$ cat src/rtl/edge_detector_pkg.sv
// Shared constants, lane vector type and the per-bit edge equations for edge_detector.
// The falling-edge helper is only used when EDGE_DETECTOR_NEG_EDGE_EN is defined.
package edge_detector_pkg;

  localparam int EDGE_DET_DEFAULT_WIDTH = 8;

  typedef logic [EDGE_DET_DEFAULT_WIDTH-1:0] edge_det_vec_t;

  function automatic logic edge_rise(input logic cur, input logic prev);
    return cur & ~prev;
  endfunction

  function automatic logic edge_fall(input logic cur, input logic prev);
    return ~cur & prev;
  endfunction

endpackage

$ cat src/rtl/edge_detector_lane.sv
// One bit lane: previous-sample flop plus registered rising (and optional falling) pulse flops.
// Falling-edge output exists only when EDGE_DETECTOR_NEG_EDGE_EN is defined.
module edge_detector_lane
  import edge_detector_pkg::*;
(
  input  logic clk,
  input  logic reset,
  input  logic in_i,
  output logic pedge_o
`ifdef EDGE_DETECTOR_NEG_EDGE_EN
  ,
  output logic nedge_o
`endif
);

  logic prev_q;
  logic prev_d;
  logic pedge_q;
  logic pedge_d;
`ifdef EDGE_DETECTOR_NEG_EDGE_EN
  logic nedge_q;
  logic nedge_d;
`endif

  // Next-state: compare the new sample against the one taken on the previous edge
  always_comb begin
    prev_d  = in_i;
    pedge_d = edge_rise(in_i, prev_q);
`ifdef EDGE_DETECTOR_NEG_EDGE_EN
    nedge_d = edge_fall(in_i, prev_q);
`endif
  end

  // State update; reset wins over detection and makes the reset level count as 0
  always_ff @(posedge clk) begin
    if (reset) begin
      prev_q  <= 1'b0;
      pedge_q <= 1'b0;
`ifdef EDGE_DETECTOR_NEG_EDGE_EN
      nedge_q <= 1'b0;
`endif
    end else begin
      prev_q  <= prev_d;
      pedge_q <= pedge_d;
`ifdef EDGE_DETECTOR_NEG_EDGE_EN
      nedge_q <= nedge_d;
`endif
    end
  end

  assign pedge_o = pedge_q;
`ifdef EDGE_DETECTOR_NEG_EDGE_EN
  assign nedge_o = nedge_q;
`endif

endmodule

$ cat src/rtl/edge_detector.sv
// Registered per-bit edge detector over WIDTH independent synchronous lanes.
// Define EDGE_DETECTOR_NEG_EDGE_EN to add the registered falling-edge output nedge.
module edge_detector
  import edge_detector_pkg::*;
#(
  parameter int WIDTH = EDGE_DET_DEFAULT_WIDTH
) (
  input  logic             clk,
  input  logic             reset,
  input  logic [WIDTH-1:0] in,
  output logic [WIDTH-1:0] pedge
`ifdef EDGE_DETECTOR_NEG_EDGE_EN
  ,
  output logic [WIDTH-1:0] nedge
`endif
);

  for (genvar i = 0; i < WIDTH; i++) begin : g_lane
    edge_detector_lane u_lane (
      .clk     (clk),
      .reset   (reset),
      .in_i    (in[i]),
      .pedge_o (pedge[i])
`ifdef EDGE_DETECTOR_NEG_EDGE_EN
      ,
      .nedge_o (nedge[i])
`endif
    );
  end

endmodule

$ cat config.mk
export PLATFORM = sky130hd
export DESIGN_NAME = edge_detector
export DESIGN_NICKNAME = d
export VERILOG_FILES = /design/src/rtl/edge_detector_pkg.sv /design/src/rtl/edge_detector_lane.sv /design/src/rtl/edge_detector.sv
export SDC_FILE = /design/constraint.sdc
export NUM_CORES = 1
export LEC_CHECK = 0
export ABC_AREA = 1
export CAP_MARGIN = 15
export CORE_AREA = 2 2 39 41
export CTS_BUF_LIST = sky130_fd_sc_hd__clkbuf_4
export CTS_CLUSTER_SIZE = 10
export DETAILED_ROUTE_END_ITERATION = 12
export DIE_AREA = 0 0 41 43
export HOLD_SLACK_MARGIN = 0.05
export PLACE_DENSITY = 0.67
export SLEW_MARGIN = 20
export SYNTH_ARGS = -nofsm -noshare
export SYNTH_HDL_FRONTEND = slang
export SYNTH_SLANG_ARGS = --single-unit
$ cat constraint.sdc
create_clock -name clk -period 0.9 [get_ports clk]
set_input_delay 0.18 -clock clk [delete_from_list [all_inputs] [get_ports clk]]
set_output_delay 0.18 -clock clk [all_outputs]
set_load 0.02 [all_outputs]
Word-level counts from Yosys, hierarchy flattened:

Index checks and enable logic that the tools add are counted.
W data, S select, Z words.

* bitwise operators: 16

Operator list (count)
* $and A1 B1 Y1: 8
* $not A1 Y1: 8

* register bits after elaboration: 16

Longest topological paths before layout:

* depth in word-level cells: 2
* mapped depth: 3

Hierarchy:

Synthesis repeated with hierarchy kept, for this count alone.

* cell total of the unflattened synthesis: 48
* area total of the unflattened synthesis: 480.5 µm²

By module, submodules not included
* edge_detector_lane: times used 8, cells an instance 6, area each 60.1 µm², sequential area each 40.0 µm²

Worst setup path before layout:

Ideal clock, no wire load.

* path type: register to output
* start point: reg g_lane[0].u_lane.pedge_q
* end point: out pedge[0]
* data arrival time: 0.416 ns
* data required time: 0.720 ns
* slack: 0.304 ns
* stages on the path, launching flop included: 2
* path buffers: 1
* path through: dfxtp_1 > buf_4

RTL lines
* from (decl): RTL line edge_detector_lane.sv:18 `logic pedge_q;`
* from (signal assigned): RTL line edge_detector_lane.sv:44 `pedge_q <= pedge_d;`
* to (decl): RTL line edge_detector.sv:11 `output logic [WIDTH-1:0] pedge`

No word-level cell between the ends.

Final worst setup path:

* start point: reg g_lane[6].u_lane.pedge_q
* end point: out pedge[6]

RTL lines (RTL line)
* from (decl): edge_detector_lane.sv:18
* from (signal assigned): edge_detector_lane.sv:44

No word-level cell between the ends.

==> implementation parameters <==
Parameter                              Value

Worst setup path
  Required time worst endpoint ... 0.72 ns
  Slowest stage cell, crit path ... sky130_fd_sc_hd__dfxtp_2
  Crit Path Class ... reg2out
  Launch instance of the worst register-to-register path ... g_lane[3].u_lane.prev_q
  Critical-path maximum fanout ... 1
  Reg2Reg Depth ... 1
  CP top delay family ... flip-flops
  Logic depth of the worst path, buffers included ... 1
  Biggest cell delay along the critical path ... 0.33 ns
  Crit start category ... flip-flop
  Setup crit end kind ... primary output
  Crit path to ... pedge[6]
  Sum of buffers and inverters on the critical path ... 1
  Arrival time reported for the critical path endpoint ... 0.72 ns
  Worst reg2reg endpoint ... g_lane[3].u_lane.pedge_o
  Series of cell instances along the critical path ... buf_6
  CP Launch Point ... g_lane[6].u_lane.pedge_o
  Register-to-register setup slack ... 0.44 ns

Die
  Die Width ... 41 µm
  Number of placement rows ... 14
  I/O pins ... 18
  Die Ht ... 43 µm
  Effective utilization at floorplan ... 34.3%
  Area of the core ... 1380 µm²
  Die outline area ... 1760 µm²

STA
  Actual transition at the worst max-transition pin ... 0.145 ns
  Clk_skew ... 0.00424 ns
  Worst slew margin relative to its limit ... 90.3%
  Number of setup violations in the final report ... 0
  Final max-slew violation count ... 0
  Final worst path period share ... 99.9%
  Highest Clock Rate ... 1110 MHz
  Unrepaired setup endpoints after global routing ... true
  Final Worst Setup Slack ... 0.000535 ns
  Final hold viol count ... 0
  Clock period minus final worst setup slack ... 0.899 ns

Clock network
  CTS Sinks ... 16
  H-tree Lvls ... 1
  Post-cts sizing count ... 56
  Worst-skew pair later-pin latency ... 0.27 ns
  Clock tree from TritonCTS ... done
  Hold-fix buffers, CTS ... 0
  Clock transition at the registers of the reported paths ... 0.09 ns
  Root Driver ... sky130_fd_sc_hd__clkbuf_4
  Bufs on Longest Clock Path ... 2
  Buffers inserted by post-CTS timing repair ... 0
  TritonCTS buffer count ... 3

Finish
  Util after Layout ... 47.0%
  Diodes inserted ... 0
  Share of final-layout standard cells stronger than drive strength 1 ... 32.3%
  Final nets ... 73
  Post-route cell area ... 651 µm²
  Relative area change from synthesis to final layout ... 37.2%

Synthesis
  Synth top area cells ... sky130_fd_sc_hd__dfxtp_1 68%, sky130_fd_sc_hd__buf_4 13%, sky130_fd_sc_hd__inv_1 6.3%
  Number of instances in the synthesized netlist ... 49
  Share of the synthesized area in the top cell type ... 67.5%
  Synth Net Count ... 59
  Yosys Warn Count ... 0
  Flip-flop and latch count after synthesis ... 16
  Proportion of synthesized chip area in sequential cells ... 67.5%
  Syn Std Cell Area ... 474 µm²
  Number of distinct library cell variants in the gate-level netlist after synthesis ... 6
  Average footprint of a synthesized cell ... 9.68 µm²
  Leading area contributor after synthesis ... sky130_fd_sc_hd__dfxtp_1

Routing
  Routed Antenna Nets ... 0
  Count of TritonRoute iterations in the first routing pass ... 2
  Top Layer Used ... met4
  Post-detailed-route wirelength per cell ... 7.79 µm
  Total wirelength of the detailed-routed design ... 608 µm
  Routed met1 length ... 257 µm
  Total number of vias ... 300
  Metal3 WL ... 55 µm
  First DRT Iteration DRCs ... 2
  Average via count per standard cell ... 3.85
  Total met2 wirelength after detailed routing ... 290 µm
  DRC Markers ... 0

Placed design
  Total placed instance area ... 604 µm²
  Routability congestion estimate from global placement ... 0.530
  Detailed placement HPWL ... 445 µm
  Setup slack at placement ... -0.168 ns
  Number of input and output port buffers inserted ... 17

Power and ir drop
  Total power divided by cell area ... 1930 nW/µm²
  Leakage power ... 0.341 nW
  Worst VDD drop ... 0.776 mV

Global route
  First-pass GRT wire length ... 1020 µm
  Via count of the first global-routing pass ... 291
  Pin count of the biggest net entering global routing ... 10
  Initial antenna violation count ... 0
  Total routing resource utilization after global routing ... 9.21%
  Residual overflow from global routing ... 0

Run status
  Result of the run ... completed

Run
  MaxCap Viol Count ... 0

Min path
  Class of the tightest hold or removal check ... reg2reg
[synthesized netlist by cell type (all sizes together)]
| cell type | number |
|---|---|
| dfxtp | 16 |
| buf | 8 |
| nor2 | 8 |
| inv | 9 |
| nand2 | 8 |
[per-stage QoR]
| step | power, mW | instances | hold slack, ns | setup TNS, ns |
|---|---|---|---|---|
| 6_report | 1.26 | 78 | 0.378 | 0 |
| 3_5_place_dp | 0.903 | 74 | 0.376 | -2.36 |
| 3_3_place_gp | 0.899 | 74 | 0.370 | -2.24 |
| 2_1_floorplan | 0.846 | 49 | 0.296 | 0 |
| 4_1_cts | 1.28 | 78 | 0.381 | -0.100 |
| 5_1_grt | 1.34 | 78 | 0.385 | -0.285 |
[worst min path at each step]
stage | startpoint | endpoint | slack [ns] | depth (start not counted)
detailed placement | g_lane[1].u_lane.prev_q | g_lane[1].u_lane.pedge_o | 0.38 | 1
global placement | g_lane[0].u_lane.prev_q | g_lane[0].u_lane.pedge_o | 0.37 | 1
CTS | g_lane[1].u_lane.prev_q | g_lane[1].u_lane.pedge_o | 0.38 | 1
global route | g_lane[0].u_lane.prev_q | g_lane[0].u_lane.pedge_o | 0.38 | 1
floorplan | in[0] | g_lane[0].u_lane.prev_q | 0.30 | 2
finish | g_lane[0].u_lane.prev_q | g_lane[0].u_lane.pedge_o | 0.38 | 1
[layout make-up]
class	instances	area (µm²)
Sequential cell	16	330
Inverter	9	33.8
Timing Repair Buffer	17	180
Clock buffer	3	22.5
Tap cell	16	20.0
Multi-Input combinational cell	16	60.1
Clock inverter	1	3.75
Fill cell	134	733
[where the power goes]
part           switching, mW  leakage (nW)  internal (mW)
Clock                  0.200        0.0154          0.160
Combinational         0.0554         0.190         0.0780
Sequential            0.0128         0.136          0.749
Total                  0.268         0.341          0.988
[cells in the final DEF, fill, tap and decap left out]
master                            count
sky130_fd_sc_hd__clkinv_1             1
sky130_fd_sc_hd__dfxtp_1              8
sky130_fd_sc_hd__buf_6                8
sky130_fd_sc_hd__nor2_1               8
sky130_fd_sc_hd__inv_2                1
sky130_fd_sc_hd__clkdlybuf4s50_1      9
sky130_fd_sc_hd__nand2_1              8
sky130_fd_sc_hd__clkbuf_4             3
sky130_fd_sc_hd__inv_1                8
sky130_fd_sc_hd__dfxtp_2              8
[flip-flops by register name, summed over array words and instances (netlist names)]
register	count
g_lane.u_lane.pedge_o	8
g_lane.u_lane.prev_q	8
[cell families after synthesis]
group	after synthesis	synth area share (%)
AND/OR/NAND/NOR	16	12.7
flip-flops	16	67.5
buffers and inverters	17	19.8
[metal layers]
metal / up-vias / GRT usage, %
met4: 0 / 8.00
met5: - / 0
li1: 158 / -
met2: 10 / 13.8
met3: 2 / 4.71
met1: 130 / 8.58
No activity file was read; power rests on OpenSTA's default activity.
